$ cat src/rtl/midi_msg_parser_if.sv
// Byte-stream input and note-event output bundle of the MIDI message parser.
// master = byte source / event consumer side, slave = the parser itself.
interface midi_msg_parser_if;
    logic [7:0] byte_in;
    logic       byte_valid;
    logic       ev_valid;
    logic       ev_on;
    logic [3:0] ev_chan;
    logic [6:0] ev_note;
    logic [6:0] ev_vel;
    logic       note_active;
    logic [6:0] note_held;
    logic       err_stray;

    modport master (
        output byte_in, byte_valid,
        input  ev_valid, ev_on, ev_chan, ev_note, ev_vel,
        input  note_active, note_held, err_stray
    );

    modport slave (
        input  byte_in, byte_valid,
        output ev_valid, ev_on, ev_chan, ev_note, ev_vel,
        output note_active, note_held, err_stray
    );
endinterface

$ cat src/rtl/midi_msg_parser.sv
// MIDI channel-voice parser with running status, note events and held-note tracking.
// Optional macro CHANNEL_FILTER_EN: only messages on channel CHANNEL produce events.
module midi_msg_parser #(
    parameter logic [3:0] CHANNEL = 4'd0
) (
    input  logic                  clk,
    input  logic                  rst,
    midi_msg_parser_if.slave      bus
);

    typedef enum logic [1:0] {IDLE, WAIT_D1, WAIT_D2, SYSEX} state_t;

    state_t     state;
    logic       rs_valid;
    logic [3:0] rs_type;
    logic [3:0] rs_chan;
    logic [6:0] d1;

    logic       one_byte;
    logic       chan_ok;
    logic       note_msg;
    logic       note_on;

    always_comb begin
        one_byte = (rs_type == 4'hC) || (rs_type == 4'hD);
`ifdef CHANNEL_FILTER_EN
        chan_ok  = (rs_chan == CHANNEL);
`else
        chan_ok  = 1'b1;
`endif
        note_msg = ((rs_type == 4'h8) || (rs_type == 4'h9)) && chan_ok;
        // velocity 0 on a note-on is a note-off
        note_on  = (rs_type == 4'h9) && (bus.byte_in[6:0] != 7'd0);
    end

    always_ff @(posedge clk or posedge rst) begin
        if (rst) begin
            state           <= IDLE;
            rs_valid        <= 1'b0;
            rs_type         <= '0;
            rs_chan         <= '0;
            d1              <= '0;
            bus.ev_valid    <= 1'b0;
            bus.ev_on       <= 1'b0;
            bus.ev_chan     <= '0;
            bus.ev_note     <= '0;
            bus.ev_vel      <= '0;
            bus.note_active <= 1'b0;
            bus.note_held   <= '0;
            bus.err_stray   <= 1'b0;
        end else begin
            bus.ev_valid  <= 1'b0;
            bus.err_stray <= 1'b0;
            if (bus.byte_valid) begin
                if (bus.byte_in[7:3] == 5'b11111) begin
                    // real-time: transparent to parsing
                end else if (bus.byte_in[7:4] == 4'hF) begin
                    rs_valid <= 1'b0;
                    state    <= (bus.byte_in == 8'hF0) ? SYSEX : IDLE;
                end else if (bus.byte_in[7]) begin
                    rs_valid <= 1'b1;
                    rs_type  <= bus.byte_in[7:4];
                    rs_chan  <= bus.byte_in[3:0];
                    state    <= WAIT_D1;
                end else begin
                    case (state)
                        IDLE, WAIT_D1: begin
                            if (state == WAIT_D1 || rs_valid) begin
                                d1    <= bus.byte_in[6:0];
                                state <= one_byte ? IDLE : WAIT_D2;
                            end else begin
                                bus.err_stray <= 1'b1;
                            end
                        end
                        WAIT_D2: begin
                            state <= IDLE;
                            if (note_msg) begin
                                bus.ev_valid <= 1'b1;
                                bus.ev_on    <= note_on;
                                bus.ev_chan  <= rs_chan;
                                bus.ev_note  <= d1;
                                bus.ev_vel   <= note_on ? bus.byte_in[6:0] : '0;
                                if (note_on) begin
                                    bus.note_held   <= d1;
                                    bus.note_active <= 1'b1;
                                end else if (d1 == bus.note_held) begin
                                    bus.note_active <= 1'b0;
                                end
                            end
                        end
                        default: begin
                            // SYSEX payload is dropped silently
                        end
                    endcase
                end
            end
        end
    end

endmodule

$ cat src/flat_wrapper.sv
// flat-port wrapper written by rule: the top's interface ports become plain ports
module midi_msg_parser_flat 
#(
    parameter logic [3:0] CHANNEL = 4'd0
)
  (clk, rst, bus_byte_in, bus_byte_valid, bus_ev_valid, bus_ev_on, bus_ev_chan, bus_ev_note, bus_ev_vel, bus_note_active, bus_note_held, bus_err_stray);
  midi_msg_parser_if bus_i ();
  input  logic clk;
  input  logic rst;
  input wire logic [$bits(bus_i.byte_in)-1:0] bus_byte_in;
  input wire logic [$bits(bus_i.byte_valid)-1:0] bus_byte_valid;
  output wire logic [$bits(bus_i.ev_valid)-1:0] bus_ev_valid;
  output wire logic [$bits(bus_i.ev_on)-1:0] bus_ev_on;
  output wire logic [$bits(bus_i.ev_chan)-1:0] bus_ev_chan;
  output wire logic [$bits(bus_i.ev_note)-1:0] bus_ev_note;
  output wire logic [$bits(bus_i.ev_vel)-1:0] bus_ev_vel;
  output wire logic [$bits(bus_i.note_active)-1:0] bus_note_active;
  output wire logic [$bits(bus_i.note_held)-1:0] bus_note_held;
  output wire logic [$bits(bus_i.err_stray)-1:0] bus_err_stray;
  assign bus_i.byte_in = bus_byte_in;
  assign bus_i.byte_valid = bus_byte_valid;
  assign bus_ev_valid = bus_i.ev_valid;
  assign bus_ev_on = bus_i.ev_on;
  assign bus_ev_chan = bus_i.ev_chan;
  assign bus_ev_note = bus_i.ev_note;
  assign bus_ev_vel = bus_i.ev_vel;
  assign bus_note_active = bus_i.note_active;
  assign bus_note_held = bus_i.note_held;
  assign bus_err_stray = bus_i.err_stray;
  midi_msg_parser #(.CHANNEL(CHANNEL)) u_core (.clk(clk), .rst(rst), .bus(bus_i));
endmodule
$ cat config.mk
export PLATFORM = sky130hd
export DESIGN_NAME = midi_msg_parser_flat
export DESIGN_NICKNAME = d
export VERILOG_FILES = /design/src/rtl/midi_msg_parser_if.sv /design/src/rtl/midi_msg_parser.sv /design/src/flat_wrapper.sv
export SDC_FILE = /design/constraint.sdc
export NUM_CORES = 1
export LEC_CHECK = 0
export CORE_MARGIN = 2
export CORE_UTILIZATION = 54
export DETAILED_ROUTE_END_ITERATION = 8
export GPL_ROUTABILITY_DRIVEN = 1
export GPL_TIMING_DRIVEN = 0
export PLACE_DENSITY = 0.83
export SLEW_MARGIN = 20
export SYNTH_ARGS = -nofsm -noshare
export SYNTH_HDL_FRONTEND = slang
export SYNTH_SLANG_ARGS = --single-unit
$ cat constraint.sdc
create_clock -name clk -period 5.02 [get_ports clk]
set_clock_uncertainty 0.2 [all_clocks]
set_input_delay 1.004 -clock clk [delete_from_list [all_inputs] [get_ports clk]]
set_output_delay 1.004 -clock clk [all_outputs]
set_load 0.01 [all_outputs]
# Word-level counts from Yosys, hierarchy flattened
# Cells that the tools add are included.
dict set report totals {
  ff_bits 47
  in_bits 11
  wordCells 67
  output_inout_bits 29
}
dict set report op_classes {
  bitwise 3
  eq_ne 11
  n_reduce_logical 17
  muxes 23
}
# op count
set ops {}
lappend ops {{4-bit == test, second input constant} 5}
lappend ops {{1-bit 2-to-1 mux} 16}
lappend ops {{7-bit AND reduction} 2}
lappend ops {{6-bit AND reduction} 2}
lappend ops {{2-bit 2-to-1 mux} 5}
lappend ops {{8-bit == test, second input constant} 1}
lappend ops {{4-bit AND reduction} 2}
lappend ops {{7-bit == test} 1}
lappend ops {{7-bit 2-to-1 mux} 1}
lappend ops {{7-bit nonzero test} 1}
lappend ops {{5-bit == test, second input constant} 1}
lappend ops {{4-bit by 2-bit inequality test with 1-bit output, second input constant} 1}
lappend ops {{2-bit one-hot mux with 2 select lines} 1}
lappend ops {{2-bit nonzero test} 2}
lappend ops {{4-bit nonzero test} 1}
lappend ops {{1-bit logical OR} 3}
lappend ops {{1-bit NOT} 3}
lappend ops {{3-bit AND reduction} 1}
lappend ops {{2-bit by 1-bit == test with 1-bit output, second input constant} 1}
lappend ops {{2-bit == test, second input constant} 1}
lappend ops {{2-bit zero test} 1}
lappend ops {{2-bit OR reduction} 1}
lappend ops {{1-bit logical AND} 1}

# Logic depth before layout (Yosys ltp)
dict set report logic_depth {
  depth_word 8
  depth_mapped 7
  ltp_nobuf 5
}

# Worst setup path after synthesis
# OpenSTA, ideal clock, no wires.
dict set report synth_path {
  kind {input -> register}
  from {input bus_byte_in[7]}
  to {register u_core.bus.note_held[0]}
  t_arrival_ps 2128
  path_stages 7
  setup_ps 125
  path_slack_ps 2567
  required_ps 4695
  path_buffers 2
  path_cell_list {buf_2 -> nor2_2 -> nand4_4 -> inv_2 -> and3_1 -> buf_6 -> mux2_4}
}
dict set report synth_between {
  elab_chain_cells 3
  word_cells_on_any_way 6
  cone_classes {eq/ne: 2; bitwise: 3; reduce/logical: 1}
}
# element line_no
set synth_lines {}
lappend synth_lines {{from (decl)} flat_wrapper.sv:10} ;# input wire logic [$bits(bus_i.byte_in)-1:0] bus_byte_in;
lappend synth_lines {{5-bit == test / 4-bit == test (equally long branches)} {midi_msg_parser.sv:55, midi_msg_parser.sv:57}}
lappend synth_lines {{1-bit NOT (no line)} n/a}
lappend synth_lines {{7-bit AND reduction (no line) *} n/a}
lappend synth_lines {{to (signal assigned)} midi_msg_parser.sv:49} ;# bus.note_held <= '0;
lappend synth_lines {{to (signal assigned)} midi_msg_parser.sv:84} ;# bus.note_held <= d1;
lappend synth_lines {{to (decl)} midi_msg_parser_if.sv:24} ;# output note_active, note_held, err_stray
# Mark *: on every way between the ends. The rest lies on a longest branch, timed or not.
# A chain may end at the register's enable or synchronous reset.

# Worst setup path in the final report
dict set report layout_path {
  from {input bus_byte_valid}
  to {register u_core.bus.note_held[2]}
}
dict set report layout_between {
  elab_chain_cells 1
}
# element line_no
set layout_lines {}
lappend layout_lines {{from (decl)} flat_wrapper.sv:11} ;# input wire logic [$bits(bus_i.byte_valid)-1:0] bus_byte_valid;
lappend layout_lines {{7-bit AND reduction (no line)} n/a}
# Every way passes these cells.

==> out/metrics.yaml <==
setup_path:
  cp_slowest_stage_delay_ps: 620
  rr_endpoint: "u_core.bus.note_held[2]"
  critPathLaunchType: "primary input"
  cp.arrival_ps: 2640
  r2r_slack_ps: 3060
  slowest_stage: "clkdlybuf4s50_1"
  endpoint_kind: "flop"
  path_cells: "clkdlybuf4s50_1, nand4_4, inv_2, and3_1, buf_6, mux2_4"
  crit_required_ps: 5000
  crit_type: "primary input to flop"
  cp_max_fo: 9
  reg2reg_from: "u_core.rs_type[1]"
  reg2regPathDepth: 6
power:
  comb_power_share_pct: 31.1
  power_frac_seq_pct: 50.5
  p_leak_nw: 1.17
  p_clk_share_pct: 18.4
  ir_worst_vdd_v: 0.000191
  power_mw: 1.13
  power.density_mw_per_mm2: 441
  p_int_mw: 0.791
  p_switching_mw: 0.334
  power.share.switching_pct: 29.7
yosys:
  synth_top_area_share_pct: 58.2
  yosysSeqAreaShare_pct: 58.2
  synth_top_area_cell: "dfrtp_1"
  synth-seq-cells: 47
  async_reset_ff_share_pct: 100
  synth_edf_count: 0
  syn_inst: 178
  synth_common_cells: "nand2_1, dfrtp_1, mux2_2"
  yosys-top-cells-area: "dfrtp_1, nand2_1, mux2_2"
  ys_warn_count: 0
  synth.most_common_cell: "nand2_1"
  syn-num-nets: 189
  synthFlopType: "dfrtp_1"
  avgSynthCellArea_um2: 11.4
  ys_types: 30
  synth.cell_area_mm2: 0.00202
grt:
  grt_first_pass_wirelength_um: 6680
  grt_max_degree: 38
  grt_pass1_vias: 1413
  track_usage_pct: 20.6
  grt_overflow_total: 0
  antenna_found_initial: 0
timing:
  fin_ws_ps: 2350
  setup_viol: 0
  slew_headroom_pct: 69.8
  finalMaxSlewViolations: 0
  fmaxAchievable_mhz: 375
  worstMarginPinSlew_ps: 452
  rsz0062_at_grt: "false"
  fin_crit_sh_pct: 53.2
  hold_violations: 0
  fin_setup_tns_ps: 0
  period_minus_slack_ps: 2670
flow_run:
  maxCapViolCount: 0
die:
  core_area_mm2: 0.00363
  die_area_mm2: 0.00425
  start_util_pct: 55.6
  die_x_um: 65.2
  io_pins: 40
  die_h_um: 65.2
  rows: 22
detailed_routing:
  drtAntennaViolNets: 0
  drtPass1Iterations: 4
  viasPerCell: 5.28
  routedWlPerCell_um: 14.0
  drc: 0
  wl_um: 3810
  num_vias: 1436
  drtIter0Drc: 66
cells_and_area:
  area_growth_pct: 26.3
  diodes: 0
  drive_above_1_share_pct: 17.9
  design_area_mm2: 0.00255
  fin_util_pct: 70.3
  finish.net_count: 234
place:
  routabilityCongestion: 0.768
  pre_cts_ws_ps: 2040
  place.detailed.hpwl_um: 2810
  port_buffers: 37
  postPlaceCellArea_mm2: 0.00247
clock_network:
  path_clk_slew_ps: 80
  clock-root-buffer: "clkbuf_8"
  ctsHoldBuffers: 0
  post_cts.resized_instances: 0
  htreeDepth: 2
  cts_made_buffers: 5
  insertion_delay_ps: 280
  cts_setup_buffers: 0
  cts_sinks: 47
  cts_tree: "done"
  cts.path.max_buffers: 2
run_status:
  status: "finished, final reports clean"
min_path:
  min_path_cells: 1
  hold_path_end: "u_core.rs_type[3]"
  min_from: "u_core.rs_type[3]"
  hp-class: "flop to flop"
## critical path, delay by kind of cell
family | cells | cell delay [ps]
buffers and inverters | 3 | 940
and+or+nand+nor | 2 | 390
muxes | 1 | 310
## routing by layer
metal	wire length [µm]	vias to the layer above	GRT usage [%]
met2	1860	33	32.5
met1	1750	710	28.6
met4	44	0	7.29
met5	0	-	0
li1	-	689	-
met3	160	4	3.94
## worst max path at each step
stage	slack, ps	cells past startpoint	end	start
2_1_floorplan	2570	7	u_core.bus.note_held[0]	bus_byte_in[7]
3_3_place_gp	1860	2	u_core.bus.ev_valid	rst
3_5_place_dp	2040	6	u_core.bus.note_held[4]	bus_byte_valid
4_1_cts	2350	6	u_core.bus.note_held[2]	bus_byte_valid
5_1_grt	2260	6	u_core.bus.note_held[4]	bus_byte_valid
6_report	2350	6	u_core.bus.note_held[2]	bus_byte_valid
## power groups by stage
| stage | Clock (mW) | Combinational [mW] | Sequential [mW] |
|---|---|---|---|
| after floorplan | 0 | 0.151 | 0.589 |
| after detailed placement | 0 | 0.353 | 0.575 |
| final | 0.207 | 0.350 | 0.568 |
| after global routing | 0.238 | 0.387 | 0.582 |
| after global placement | 0 | 0.341 | 0.571 |
| after CTS | 0.212 | 0.355 | 0.568 |
## metrics by stage
step                      hold WS (ps)  cells
final                              270    272
after global routing               298    272
after CTS                          272    272
after detailed placement           257    264
after global placement             246    263
after floorplan                    231    178
## layout by cell type, fill, tap and decap left out, types with 2 or more instances in the layout
| master | count |
|---|---|
| buf_2 | 2 |
| buf_6 | 2 |
| o21ai_0 | 9 |
| nor2_1 | 3 |
| mux2_4 | 7 |
| nor3_1 | 5 |
| clkbuf_8 | 5 |
| clkdlybuf4s50_1 | 37 |
| and3_1 | 2 |
| nor2_2 | 3 |
| nand2_1 | 50 |
| dfrtp_1 | 47 |
| nand3_1 | 2 |
| a21o_2 | 2 |
| a31oi_1 | 2 |
| mux2_2 | 11 |
| inv_2 | 2 |
| o22a_1 | 3 |
| clkbuf_1 | 6 |
| a21oi_1 | 4 |
| o31ai_1 | 2 |
| xor2_1 | 7 |
## cells by family (layout without fill, tap and decap cells)
group                  count (synthesis)  in the layout  synth area share, %
AO/OA/AOI/OAI                         25             25                 7.92
XOR/XNOR                               7              7                 3.03
buffers and inverters                 10             56                 2.72
AND/OR/NAND/NOR                       71             71                 16.8
flip-flops                            47             47                 58.2
multiplexers                          18             18                 11.3
## layout make-up
class	count	area, µm²
timing repair buffer	38	390
fill	283	1080
buffer	8	47.5
tap	48	60.1
clock buffer	7	76.3
clock inverter	1	5.00
sequential	47	1180
inverter	2	7.51
multi-input combinational	121	791
## sequential cells by signal, summed over array words and instances, names as in the netlist
signal / count
u_core.bus.note_held: 7
u_core.bus.ev_vel: 7
u_core.bus.ev_on: 1
u_core.rs_chan: 4
u_core.bus.ev_note: 7
u_core.bus.ev_valid: 1
u_core.rs_valid: 1
u_core.rs_type: 4
u_core.state: 2
u_core.bus.err_stray: 1
u_core.d1: 7
u_core.bus.note_active: 1
u_core.bus.ev_chan: 4
(Power assumes the default switching activity.)
